File: config.mk
export PLATFORM = sky130hd
export DESIGN_NAME = ir_nec_encode_flat
export DESIGN_NICKNAME = d
export VERILOG_FILES = /design/src/rtl/ir_nec_encode_if.sv /design/src/rtl/ir_nec_encode.sv /design/src/flat_wrapper.sv
export SDC_FILE = /design/constraint.sdc
export NUM_CORES = 1
export LEC_CHECK = 0
export CORE_MARGIN = 2
export CORE_UTILIZATION = 35
export CTS_CLUSTER_SIZE = 14
export DETAILED_ROUTE_END_ITERATION = 8
export HOLD_SLACK_MARGIN = 0.05
export MAX_ROUTING_LAYER = met4
export PLACE_DENSITY = 0.5
export SLEW_MARGIN = 10
export SYNTH_ARGS = -nofsm -noshare
export SYNTH_HDL_FRONTEND = slang
export SYNTH_SLANG_ARGS = --single-unit
export TNS_END_PERCENT = 1
File: constraint.sdc
create_clock -name clk -period 3.9 [get_ports clk]
set_input_delay 0.975 -clock clk [delete_from_list [all_inputs] [get_ports clk]]
set_output_delay 0.975 -clock clk [all_outputs]
set_load 0.1 [all_outputs]
File: src/rtl/ir_nec_encode_if.sv
// Request/acknowledge bundle between a frame source and the NEC transmitter.
// The source drives the word and the two request strobes; the transmitter answers with ready and done.
interface ir_nec_encode_if;
    logic [31:0] tx_data;
    logic        tx_vld;
    logic        rpt_vld;
    logic        tx_rdy;
    logic        tx_done;

    modport master (
        output tx_data,
        output tx_vld,
        output rpt_vld,
        input  tx_rdy,
        input  tx_done
    );

    modport slave (
        input  tx_data,
        input  tx_vld,
        input  rpt_vld,
        output tx_rdy,
        output tx_done
    );
endinterface

File: src/rtl/ir_nec_encode.sv
// NEC infrared transmitter: serialises a 32-bit word (LSB first) or a repeat code into a
// mark/space envelope, optionally modulated onto a 38kHz carrier for the IR LED.
module ir_nec_encode #(
    parameter logic [21:0] T_LEAD_MARK  = 22'd450_000,
    parameter logic [21:0] T_LEAD_SPACE = 22'd225_000,
    parameter logic [21:0] T_RPT_SPACE  = 22'd112_500,
    parameter logic [21:0] T_BIT_MARK   = 22'd28_000,
    parameter logic [21:0] T_ZERO_SPACE = 22'd28_000,
    parameter logic [21:0] T_ONE_SPACE  = 22'd84_500,
    parameter logic [21:0] T_GAP        = 22'd2_000_000,
    parameter logic [10:0] CARRIER_HALF = 11'd658,
    parameter bit          CARRIER_EN   = 1'b1
) (
    input  logic               clk,
    input  logic               rst_n,
    ir_nec_encode_if.slave     bus,
    output logic               ir_mark,
    output logic               ir_tx
);

    typedef enum logic [2:0] {
        IDLE,
        LEAD_MARK,
        LEAD_SPACE,
        RPT_SPACE,
        BIT_MARK,
        BIT_SPACE,
        STOP_MARK,
        GAP
    } state_t;

    state_t      state;
    state_t      state_nx;
    logic [21:0] cnt;
    logic [21:0] seg_len;
    logic        seg_end;
    logic [31:0] shreg;
    logic [4:0]  bit_idx;
    logic        is_rpt;
    logic [10:0] car_cnt;
    logic        carrier;
    logic        accept_data;
    logic        accept_rpt;
    logic        mark_now;
    logic        mark_nx;

    // A data request outranks a simultaneous repeat request; the repeat is simply dropped.
    assign accept_data = (state == IDLE) && bus.tx_rdy && bus.tx_vld;
    assign accept_rpt  = (state == IDLE) && bus.tx_rdy && !bus.tx_vld && bus.rpt_vld;

    always_comb begin
        // NOTE: every output of a combinational block gets a default first, so no path can infer a latch.
        seg_len = T_GAP;
        case (state)
            LEAD_MARK:            seg_len = T_LEAD_MARK;
            LEAD_SPACE:           seg_len = T_LEAD_SPACE;
            RPT_SPACE:            seg_len = T_RPT_SPACE;
            BIT_MARK, STOP_MARK:  seg_len = T_BIT_MARK;
            BIT_SPACE:            seg_len = shreg[0] ? T_ONE_SPACE : T_ZERO_SPACE;
            default:              seg_len = T_GAP;
        endcase
    end

    assign seg_end = (cnt == seg_len - 22'd1);

    always_comb begin
        state_nx = state;
        case (state)
            IDLE:       if (accept_data || accept_rpt) state_nx = LEAD_MARK;
            LEAD_MARK:  if (seg_end) state_nx = is_rpt ? RPT_SPACE : LEAD_SPACE;
            LEAD_SPACE: if (seg_end) state_nx = BIT_MARK;
            RPT_SPACE:  if (seg_end) state_nx = STOP_MARK;
            BIT_MARK:   if (seg_end) state_nx = BIT_SPACE;
            BIT_SPACE:  if (seg_end) state_nx = (bit_idx == 5'd31) ? STOP_MARK : BIT_MARK;
            STOP_MARK:  if (seg_end) state_nx = GAP;
            GAP:        if (seg_end) state_nx = IDLE;
            default:    state_nx = IDLE;
        endcase
    end

    assign mark_now = (state == LEAD_MARK) || (state == BIT_MARK) || (state == STOP_MARK);
    assign mark_nx  = (state_nx == LEAD_MARK) || (state_nx == BIT_MARK) || (state_nx == STOP_MARK);

    always_ff @(posedge clk) begin
        // NOTE: registers use non-blocking assignments so every flop samples pre-edge values.
        if (!rst_n) state <= IDLE;
        else        state <= state_nx;
    end

    always_ff @(posedge clk) begin
        if (!rst_n) begin
            cnt         <= '0;
            shreg       <= '0;
            bit_idx     <= '0;
            is_rpt      <= 1'b0;
            ir_mark     <= 1'b0;
            bus.tx_rdy  <= 1'b0;
            bus.tx_done <= 1'b0;
            car_cnt     <= '0;
            carrier     <= 1'b0;
        end else begin
            cnt         <= (state_nx != state) ? 22'd0 : cnt + 22'd1;
            ir_mark     <= mark_nx;
            bus.tx_rdy  <= (state_nx == IDLE);
            bus.tx_done <= (state == STOP_MARK) && seg_end;

            if (accept_data) begin
                shreg  <= bus.tx_data;
                is_rpt <= 1'b0;
            end else if (accept_rpt) begin
                is_rpt <= 1'b1;
            end

            if ((state == LEAD_SPACE) && seg_end) bit_idx <= '0;
            if ((state == BIT_SPACE) && seg_end) begin
                shreg   <= shreg >> 1;
                bit_idx <= bit_idx + 5'd1;
            end

            // Restart the carrier at every burst so each mark begins with a full high half-period.
            if (mark_nx && !mark_now) begin
                car_cnt <= '0;
                carrier <= 1'b1;
            end else if (car_cnt == CARRIER_HALF - 11'd1) begin
                car_cnt <= '0;
                carrier <= ~carrier;
            end else begin
                car_cnt <= car_cnt + 11'd1;
            end
        end
    end

    assign ir_tx = CARRIER_EN ? (ir_mark & carrier) : ir_mark;

endmodule
File: src/flat_wrapper.sv
// flat-port wrapper written by rule: the top's interface ports become plain ports
module ir_nec_encode_flat 
#(
    parameter logic [21:0] T_LEAD_MARK  = 22'd450_000,
    parameter logic [21:0] T_LEAD_SPACE = 22'd225_000,
    parameter logic [21:0] T_RPT_SPACE  = 22'd112_500,
    parameter logic [21:0] T_BIT_MARK   = 22'd28_000,
    parameter logic [21:0] T_ZERO_SPACE = 22'd28_000,
    parameter logic [21:0] T_ONE_SPACE  = 22'd84_500,
    parameter logic [21:0] T_GAP        = 22'd2_000_000,
    parameter logic [10:0] CARRIER_HALF = 11'd658,
    parameter bit          CARRIER_EN   = 1'b1
)
  (clk, rst_n, ir_mark, ir_tx, bus_tx_data, bus_tx_vld, bus_rpt_vld, bus_tx_rdy, bus_tx_done);
  ir_nec_encode_if bus_i ();
  input  logic clk;
  input  logic rst_n;
  output logic ir_mark;
  output logic ir_tx;
  input wire logic [$bits(bus_i.tx_data)-1:0] bus_tx_data;
  input wire logic [$bits(bus_i.tx_vld)-1:0] bus_tx_vld;
  input wire logic [$bits(bus_i.rpt_vld)-1:0] bus_rpt_vld;
  output wire logic [$bits(bus_i.tx_rdy)-1:0] bus_tx_rdy;
  output wire logic [$bits(bus_i.tx_done)-1:0] bus_tx_done;
  assign bus_i.tx_data = bus_tx_data;
  assign bus_i.tx_vld = bus_tx_vld;
  assign bus_i.rpt_vld = bus_rpt_vld;
  assign bus_tx_rdy = bus_i.tx_rdy;
  assign bus_tx_done = bus_i.tx_done;
  ir_nec_encode #(.T_LEAD_MARK(T_LEAD_MARK), .T_LEAD_SPACE(T_LEAD_SPACE), .T_RPT_SPACE(T_RPT_SPACE), .T_BIT_MARK(T_BIT_MARK), .T_ZERO_SPACE(T_ZERO_SPACE), .T_ONE_SPACE(T_ONE_SPACE), .T_GAP(T_GAP), .CARRIER_HALF(CARRIER_HALF), .CARRIER_EN(CARRIER_EN)) u_core (.clk(clk), .rst_n(rst_n), .bus(bus_i), .ir_mark(ir_mark), .ir_tx(ir_tx));
endmodule
==> Word-level counts from Yosys, hierarchy flattened <==
Cells that the tools add are included.
W data, S select, Z words.
{ "classes": {"mux": 19, "eq_ne": 14, "n_addsub": 4, "bitwise": 3, "n_reduce_logical": 25} }
{ "ops": {"columns": ["operator", "n"], "rows": [
  ["$pmux W22 S5", 1],
  ["$mux W31", 2],
  ["$mux W3", 8],
  ["$pmux W3 S8", 1],
  ["$add A22 B1 Y22 const B", 1],
  ["$eq A22 B22 Y1", 1],
  ["$sub A22 B1 Y22 const B", 1],
  ["$eq A3 B3 Y1 const B", 6],
  ["$mux W17", 1],
  ["$add A11 B1 Y11 const B", 1],
  ["$eq A11 B10 Y1 const B", 1],
  ["$mux W5", 2],
  ["$logic_and A1 B1 Y1", 8],
  ["$reduce_or A2 Y1", 4],
  ["$eq A3 B1 Y1 const B", 2],
  ["$eq A3 B2 Y1 const B", 2],
  ["$logic_not A3 Y1", 2],
  ["$reduce_bool A2 Y1", 3],
  ["$add A5 B1 Y5 const B", 1],
  ["$eq A5 B5 Y1 const B", 1],
  ["$logic_or A1 B1 Y1", 5],
  ["$mux W1", 3],
  ["$ne A3 B3 Y1", 1],
  ["$reduce_or A3 Y1", 1],
  ["other kinds (4)", 6]
]} }
{ "word_totals": {"in_bits": 36, "reg_bits": 78, "output_inout_bits": 4, "word_cells": 76} }

==> Depth between registers and ports, before layout <==
Gate-level depths: netlist (run 1).
{ "logic_depth": {"ltp_word": 12, "mapped_depth": 14, "ltp_nobuf": 11} }

==> Worst setup path after synthesis (run 1) <==
Ideal clock, no wire load.
{ "synth_timing": {"path_type": "register -> register", "from": "register u_core.state[1]", "to": "register u_core.bit_idx[0]", "t_required_ps": 3830, "stages_incl_launch_ff": 13, "setup_slack_ps": 1081, "path_buffers": 3, "setup_ps": 70, "arrival_time_ps": 2749, "synth_period_minus_slack_ps": 2819, "cell_sequence": "dfxtp_1 buf_6 buf_6 clkbuf_1 o21ai_0 ha_1 xnor2_1 nor3b_1 o311ai_1 nor4_2 nand3_2 or4_1 a21boi_1"} }
{ "synth_via": {"elab_chain_len": 7, "elab_cells_between_ends": 14, "cone_classes": "add/sub (1); eq/ne (7); mux (2); reduce/logical (4)"} }
{ "synth_lines": {"columns": ["element", "line", "source"], "rows": [
  ["start: declaration", "ir_nec_encode.sv:32", "state_t state;"],
  ["start signal: assignment", "ir_nec_encode.sv:87", "else state <= state_nx;"],
  ["$eq A3 B3 Y1", "ir_nec_encode.sv:54", "case (state)"],
  ["$reduce_or A2 Y1", "ir_nec_encode.sv:54", null],
  ["$pmux W22 S5", "ir_nec_encode.sv:54", null],
  ["$sub A22 B1 Y22", "ir_nec_encode.sv:64", "assign seg_end = (cnt == seg_len - 22'd1);"],
  ["$eq A22 B22 Y1", "ir_nec_encode.sv:64", null],
  ["$logic_and A1 B1 Y1 (on tied branches)", "ir_nec_encode.sv:115, ir_nec_encode.sv:114", null],
  ["$mux W5 / $reduce_bool A2 Y1 (equally long branches)", null, null],
  ["end signal: assignment", "ir_nec_encode.sv:117", "bit_idx <= bit_idx + 5'd1;"],
  ["end: declaration", "ir_nec_encode.sv:38", "logic [4:0] bit_idx;"]
]} }
Several ways; a longest one is shown, not always the timed one.
A chain may end at the register's enable or synchronous reset.

==> Worst setup path in the final report (run 1) <==
{ "layout_timing": {"from": "register u_core.state[2]", "to": "register u_core.cnt[6]"} }
{ "layout_via": {"elab_chain_len": 9, "elab_cells_between_ends": 28, "cone_classes": "add/sub (1); eq/ne (9); mux (10); reduce/logical (8)"} }
{ "layout_lines": {"columns": ["element", "line", "source"], "rows": [
  ["$eq A3 B3 Y1 / $logic_not A3 Y1 (equally long branches)", null, null],
  ["$reduce_or A2 Y1 / $logic_and A1 B1 Y1 (equally long branches)", "ir_nec_encode.sv:54, ir_nec_encode.sv:48, ir_nec_encode.sv:49", null],
  ["$pmux W22 S5 / $logic_and A1 B1 Y1 (equally long branches)", "ir_nec_encode.sv:54, ir_nec_encode.sv:49", null],
  ["$sub A22 B1 Y22 / $logic_and A1 B1 Y1 (equally long branches)", "ir_nec_encode.sv:64, ir_nec_encode.sv:49", null],
  ["$eq A22 B22 Y1 / $logic_or A1 B1 Y1 (equally long branches)", "ir_nec_encode.sv:64, ir_nec_encode.sv:69", null],
  ["$mux W3 (tied with other cells)", "ir_nec_encode.sv:76", "GAP: if (seg_end) state_nx = IDLE;"],
  ["$pmux W3 S8", "ir_nec_encode.sv:68", "case (state)"],
  ["$ne A3 B3 Y1 *", "ir_nec_encode.sv:102", "cnt <= (state_nx != state) ? 22'd0 : cnt + 22'd1;"],
  ["$reduce_or A2 Y1 (no source line) *", null, null],
  ["end signal: assignment", "ir_nec_encode.sv:102", null],
  ["end: declaration", "ir_nec_encode.sv:34", "logic [21:0] cnt;"]
]} }
Mark *: on every way between the ends. The rest lies on a longest branch, timed or not.

==> results of run 1 <==
==> registers in the layout (all words and copies together) (netlist names) <==
signal and flops:
u_core.bit_idx 5, u_core.is_rpt 1, u_core.bus.tx_done 1, u_core.carrier 1, u_core.bus.tx_rdy 1, u_core.car_cnt 11, u_core.cnt 22, u_core.ir_mark 1
u_core.shreg 32, u_core.state 3
==> power breakdown <==
part / internal, W / total (W) / switching (W)
Sequential: 0.000828 / 0.000854 / 0.0000257
Combinational: 0.000108 / 0.000223 / 0.000114
Clock: 0.000527 / 0.000844 / 0.000317
Total: 0.00146 / 0.00192 / 0.000457
==> critical path, cell delays in order (launching register included) <==
cell,delay [ps]
sky130_fd_sc_hd__dfxtp_1,840
sky130_fd_sc_hd__a21boi_1,200
sky130_fd_sc_hd__o21ai_0,130
sky130_fd_sc_hd__ha_1,270
sky130_fd_sc_hd__xnor2_1,130
sky130_fd_sc_hd__nor3b_1,180
sky130_fd_sc_hd__o311ai_1,210
sky130_fd_sc_hd__nor4_4,270
sky130_fd_sc_hd__and3_1,330
sky130_fd_sc_hd__a21o_2,440
sky130_fd_sc_hd__nor2_1,90
==> cell type report <==
cell class | count | area, um2 | share of cell area, %
clock buffers | 12 | 256.5 | 5.256
repair buffers | 45 | 435.4 | 8.923
flip-flops and latches | 78 | 1562 | 32.00
inverters | 6 | 22.52 | 0.4615
clock inverters | 4 | 45.04 | 0.9231
well taps | 143 | 178.9 | 3.667
multi-input cells | 347 | 2380 | 48.77
==> per-stage QoR <==
| stage | utilization [%] | setup slack [ps] |
|---|---|---|
| floorplan | - | 1081 |
| finish | 42.55 | 666.5 |
| global placement | 39.92 | 718.8 |
| global route | 42.55 | 330.2 |
| CTS | 42.55 | 641.1 |
| detailed placement | 39.92 | 662.5 |
==> layout by cell type (no fill, tap or decap), drive strengths merged, types with 7 or more instances in the layout <==
master	synthesis	routed
a21oi	11	11
and3	12	12
clkbuf	14	12
clkdlybuf4s50	0	39
dfxtp	78	78
mux2i	32	32
nand2	48	48
nand3	28	28
nand4	7	7
nor2	51	51
o211a	32	32
o21ai	14	14
xnor2	16	16
xor2	21	21
==> per-layer routing <==
layer,vias up,wire (um)
met3,13,301
li1,1688,-
met1,1559,4195
met2,50,4019
met5,-,0
met4,0,170
==> worst min-delay path by stage <==
stage	startpoint	cells past startpoint	slack, ps	to
4_1_cts	u_core.cnt[0]	1	480	u_core.cnt[0]
2_1_floorplan	u_core.cnt[0]	1	440	u_core.cnt[0]
5_1_grt	u_core.shreg[6]	1	520	u_core.shreg[5]
3_5_place_dp	u_core.cnt[0]	1	460	u_core.cnt[0]
3_3_place_gp	u_core.cnt[0]	1	460	u_core.cnt[0]
6_report	u_core.cnt[0]	1	470	u_core.cnt[0]
==> cell families after synthesis <==
| family | count (synthesis) | share of synthesized area (%) |
|---|---|---|
| AOI/OAI and AO/OA | 82 | 15.88 |
| xor gates and xnor gates | 37 | 7.863 |
| adders and majority gates | 6 | 1.821 |
| buffers and inverters | 37 | 4.493 |
| DFF | 78 | 37.89 |
| muxes | 33 | 8.045 |
| and+or+nand+nor | 189 | 24.01 |
==> flow_summary.json, run 1 <==
{
  "finalSetupViolCount": 0,
  "gr-usage-met3_pct": 3.078,
  "synth_area_leaders": "sky130_fd_sc_hd__dfxtp_1 (38%), sky130_fd_sc_hd__mux2i_1 (7.8%), sky130_fd_sc_hd__o211a_1 (7.8%)",
  "yosys.area.top_type": "sky130_fd_sc_hd__dfxtp_1",
  "pin_count": 40,
  "grt_max_degree": 64,
  "number_of_synthesized_flops_with_an_enable_pin": 0,
  "design_area_um2": 4880,
  "grt_setup_unrepaired": "false",
  "core_region_area_um2": 11470,
  "worstSetupStartpointType": "register",
  "layout-drive-gt1-share_pct": 7.114,
  "cp_data_required_time_ps": 4110,
  "fin_skew_ps": 4.239,
  "track_usage_pct": 15.13,
  "post_synth_most_frequent_cells": "sky130_fd_sc_hd__dfxtp_1 (78), sky130_fd_sc_hd__nor2_1 (51), sky130_fd_sc_hd__nand2_1 (48)",
  "setup_tns_ps": 0,
  "sink_count": 78,
  "layoutNonFillerInstCount": 635,
  "irDropWorstVdd_v": 0.0002155,
  "share_of_flip_flops_with_an_asynchronous_set_or_reset_pct": 0,
  "htree_levels": 3,
  "syn_area_um2": 4121,
  "overflow": 0,
  "cp.arrival_ps": 3440,
  "finalCritPeriodShare_pct": 82.91,
  "synth_top_area_share_pct": 37.89,
  "first_pass_grt_wire_length_um": 15170,
  "start_util_pct": 35.94,
  "hold_ws_ps": 472.5,
  "post_synth_num_cell_types": 56,
  "crit_path_end": "u_core.cnt[6]",
  "synth_fp_nets": 504,
  "regToRegSetupSlack_ps": 670,
  "dpl.hpwl_um": 6143,
  "end_kind": "register",
  "die_h_um": 112.5,
  "first_pass_iters": 4,
  "worst_setup_hold_path_clk_slew_ps": 60,
  "synthFlopType": "sky130_fd_sc_hd__dfxtp_1",
  "critical_path_peak_fanout": 27,
  "grt_busiest_layer": "met2",
  "drt-vias-per-instance": 5.213,
  "worstRegToRegCells": 10,
  "synthesis.area_per_instance_um2": 8.921,
  "synth_most_common_cell": "sky130_fd_sc_hd__dfxtp_1",
  "ctsRootBufferMaster": "sky130_fd_sc_hd__clkbuf_16",
  "post-layout-total-power_w": 0.001920,
  "vias_in_the_first_global_route": 3161,
  "report.final.hold_viol_count": 0,
  "critPathLaunch": "u_core.state[2]",
  "netlist_instances": 462,
  "clock_tree_buffer_depth": 2,
  "critical_path_class": "reg2reg",
  "drt-initial-drc-count": 198,
  "global_route_met1_utilization_pct": 19.08,
  "ys_warn_count": 0,
  "timing.final.max_slew_violations": 0,
  "wire_per_inst_um": 13.68,
  "io_buffers": 39,
  "reg2reg_to": "u_core.cnt[6]",
  "route.final.wire_length_um": 8687,
  "grt_use_met2_pct": 23.49,
  "routabilityCongestion": 0.8309,
  "p_leak_nw": 2.308,
  "placement_rows": 39,
  "min_path_type": "reg2reg",
  "layout_min_cycle_time_ps": 3233,
  "drtAntennaViolNets": 0,
  "number_of_violations_of_the_max_capacitance_limit": 0,
  "r2r-start": "u_core.state[2]",
  "numCtsBuffers": 9,
  "yosysSeqAreaShare_pct": 37.89,
  "grt_antenna_before_repair": 0,
  "insertedDiodeCount": 0,
  "place_inst": 619,
  "timing_worst_slew_pin_value_ps": 971.1,
  "cts_resized": 0,
  "p_per_area_nw_per_um2": 393.5,
  "syn2layout_area_growth_pct": 18.40,
  "fillers": 1143,
  "clk-insertion-delay-late_ps": 330,
  "placement.cell_area_um2": 4578,
  "dieArea_um2": 12660,
  "die_w_um": 112.5,
  "cts.repair_timing.setup_buffer_count": 0,
  "hold_buffers": 0,
  "drc": 0,
  "num_vias": 3310,
  "timing.max_slew.rel_slack_pct": 35.06,
  "clock.fmax_mhz": 309.3,
  "fin_nets": 529,
  "cts_tree": "done",
  "yosys_register_bits": 78,
  "outcome": "finished, final reports clean"
}
No activity file was read; power rests on OpenSTA's default activity.
==> run 2, diff against run 1 <==
==> constraint.sdc (replaced) <==
create_clock -name clk -period 3.27 [get_ports clk]
set_input_delay 0.8175 -clock clk [delete_from_list [all_inputs] [get_ports clk]]
set_output_delay 0.8175 -clock clk [all_outputs]
set_load 0.1 [all_outputs]
==> run 2 against run 1 <==
Cell area increased by 1.3%. Non-clock buffer count increased by 3. Register-to-register slack got worse by 360 ps. Clock power increased by 40%. Sequential power increased by 19%. Worst setup slack got worse by 360 ps. First-iteration DRC count increased by 0.51%. Critical path depth increased by 1. Largest power group is now the clock network. Highest routed layer unchanged.
==> flow_summary.json, run 2 (same netlist as run 1, synthesis figures left out) <==
{
  "outcome": "finished, final reports clean",
  "dieArea_um2": 12660,
  "sink_count": 78,
  "power_frac_comb_pct": 11.1,
  "cp_cell_sequence": "nand2b_1, a21boi_1, o21ai_0, ha_1, xnor2_1, nor3b_1, o311ai_1, nor4_2, nand3_2, or4_1, a21boi_1",
  "die_w_um": 112.5,
  "largest_register": "u_core.shreg",
  "worstPathBufferInverterCount": 0,
  "fillers": 1125,
  "end_kind": "register",
  "critical_path.most_common_cell": "sky130_fd_sc_hd__a21boi_1",
  "cpLargestDelayFamily": "simple AND/OR/NAND/NOR gates",
  "grt_max_degree": 64,
  "final_util_pct": 43.10,
  "timing.hold.worst_endpoint": "u_core.bit_idx[4]",
  "drtAntennaViolNets": 0,
  "internal-power_w": 0.001884,
  "hold_buffers": 0,
  "clockPowerShare_pct": 47.7,
  "route.final.wire_length_um": 9328,
  "layout_min_cycle_time_ps": 2962,
  "net_sw_share_pct": 23.56,
  "cts_resized": 0,
  "setup_tns_ps": 0,
  "hold_depth": 2,
  "number_of_violations_of_the_max_capacitance_limit": 0,
  "timing.max_slew.rel_slack_pct": 55.83,
  "numCtsBuffers": 9,
  "regToRegSetupSlack_ps": 310,
  "syn2layout_area_growth_pct": 19.91,
  "cts_tree": "done",
  "commonest_non_fill_non_tap_cell_in_the_layout": "sky130_fd_sc_hd__dfxtp_1",
  "die_h_um": 112.5,
  "cp.arrival_ps": 3230,
  "reg2reg_to": "u_core.bit_idx[0]",
  "commonest_cells_after_routing_fill_and_taps_aside": "sky130_fd_sc_hd__dfxtp_1 (78), sky130_fd_sc_hd__nor2_1 (51), sky130_fd_sc_hd__nand2_1 (48), sky130_fd_sc_hd__clkdlybuf4s50_1 (35)",
  "cpPeakStageDelay_ps": 440,
  "timing.final.max_slew_violations": 0,
  "start_util_pct": 35.94,
  "p_per_area_nw_per_um2": 498.8,
  "timing.critical_path.depth": 11,
  "vias_in_the_first_global_route": 3300,
  "track_usage_pct": 16.15,
  "clk-insertion-delay-late_ps": 340,
  "slowest_stage": "sky130_fd_sc_hd__or4_1",
  "worst_setup_hold_path_clk_slew_ps": 60,
  "power.net_switching_w": 0.0005808,
  "grt_antenna_before_repair": 0,
  "worstRegToRegCells": 11,
  "first_pass_grt_wire_length_um": 16130,
  "post-layout-total-power_w": 0.002465,
  "pin_count": 40,
  "timing_worst_slew_pin_value_ps": 652.2,
  "fin_skew_ps": 9.830,
  "worstHoldStart": "u_core.bit_idx[4]",
  "num_vias": 3302,
  "grt_setup_unrepaired": "false",
  "dpl.hpwl_um": 6342,
  "report.final.hold_viol_count": 0,
  "worstSetupStartpointType": "register",
  "fin_nets": 532,
  "finalCritPeriodShare_pct": 90.57,
  "irDropWorstVdd_v": 0.0003289,
  "r2r-start": "u_core.shreg[0]",
  "min_path_type": "reg2reg",
  "clock.fmax_mhz": 337.6,
  "cts.repair_timing.setup_buffer_count": 0,
  "core_region_area_um2": 11470,
  "critical_path_peak_fanout": 7,
  "overflow": 0,
  "seq_power_share_pct": 41.2,
  "number_of_flip_flops_under_the_largest_register_name": 32,
  "drc": 0,
  "layout-drive-gt1-share_pct": 8.502,
  "critical_path_class": "reg2reg",
  "clock_tree_buffer_depth": 2,
  "wire_per_inst_um": 14.64,
  "biggestRegsByFlops": "u_core.shreg: 32 flops, u_core.cnt: 22 flops, u_core.car_cnt: 11 flops",
  "drt-initial-drc-count": 199,
  "hold_ws_ps": 483.4,
  "insertedDiodeCount": 0,
  "io_buffers": 39,
  "first_pass_iters": 4,
  "finalSetupViolCount": 0,
  "drt-vias-per-instance": 5.184,
  "routabilityCongestion": 0.7997,
  "p_leak_nw": 2.344,
  "placement_rows": 39,
  "htree_levels": 3,
  "cp_data_required_time_ps": 3540,
  "ctsRootBufferMaster": "sky130_fd_sc_hd__clkbuf_16"
}
[run 2: cell count changes in the layout (fill, tap and decap cells not counted), sizes merged, moves of 2 or more]
cell	change
clkbuf	-2
clkdlybuf4s50	-4
bufinv	+2
clkinv	-3
buf	+7
[run 2: how the worst max path moves through the flow]
| stage | end | from | slack (ps) |
|---|---|---|---|
| 2_1_floorplan | u_core.bit_idx[0] | u_core.state[1] | 450 |
| 3_3_place_gp | u_core.cnt[12] | u_core.shreg[0] | 340 |
| 3_5_place_dp | u_core.cnt[16] | u_core.shreg[0] | 230 |
| 4_1_cts | u_core.cnt[6] | u_core.shreg[0] | 210 |
| 5_1_grt | u_core.cnt[6] | u_core.shreg[0] | 50 |
| 6_report | u_core.bit_idx[0] | u_core.shreg[0] | 310 |
[run 2: layout make-up]
class	count	area (um2)	share of cell area, %
clock inverter	5	106.4	2.152
multi-input combinational	347	2386	48.28
timing repair buffer	48	447.9	9.063
sequential	78	1562	31.59
tap	143	178.9	3.620
inverter	6	22.52	0.4557
clock buffer	10	239.0	4.835
[run 2: worst reg2reg max path, cell delays in order (launching register included)]
cell and delay, ps:
sky130_fd_sc_hd__dfxtp_1 410, sky130_fd_sc_hd__nand2b_1 140, sky130_fd_sc_hd__a21boi_1 230, sky130_fd_sc_hd__o21ai_0 120, sky130_fd_sc_hd__ha_1 320, sky130_fd_sc_hd__xnor2_1 130, sky130_fd_sc_hd__nor3b_1 180, sky130_fd_sc_hd__o311ai_1 230
sky130_fd_sc_hd__nor4_2 350, sky130_fd_sc_hd__nand3_2 200, sky130_fd_sc_hd__or4_1 440, sky130_fd_sc_hd__a21boi_1 140
[run 2: per-layer routing]
metal | track usage (%) | part of all wire (%)
met1 | 20.46 | 49
met4 | 5.041 | 1.4
met5 | - | 0
met2 | 24.86 | 45
met3 | 4.860 | 3.6
[run 2: through the flow]
step	setup WS, ps	instances	instance area (um2)
final	308.3	637	4942
after global routing	48.01	637	4942
after CTS	208.4	637	4936
after detailed placement	231.3	622	4591
after global placement	335.7	622	4591
after floorplan	451.1	462	4121
[run 2: power by group through the flow]
stage	combinational, W	sequential (W)	clock [W]
3_5_place_dp	0.000274	0.00104	0
3_3_place_gp	0.000272	0.00104	0
6_report	0.000274	0.00102	0.00118
5_1_grt	0.000304	0.00102	0.00124
2_1_floorplan	0.000171	0.00105	0
4_1_cts	0.000276	0.00102	0.00121
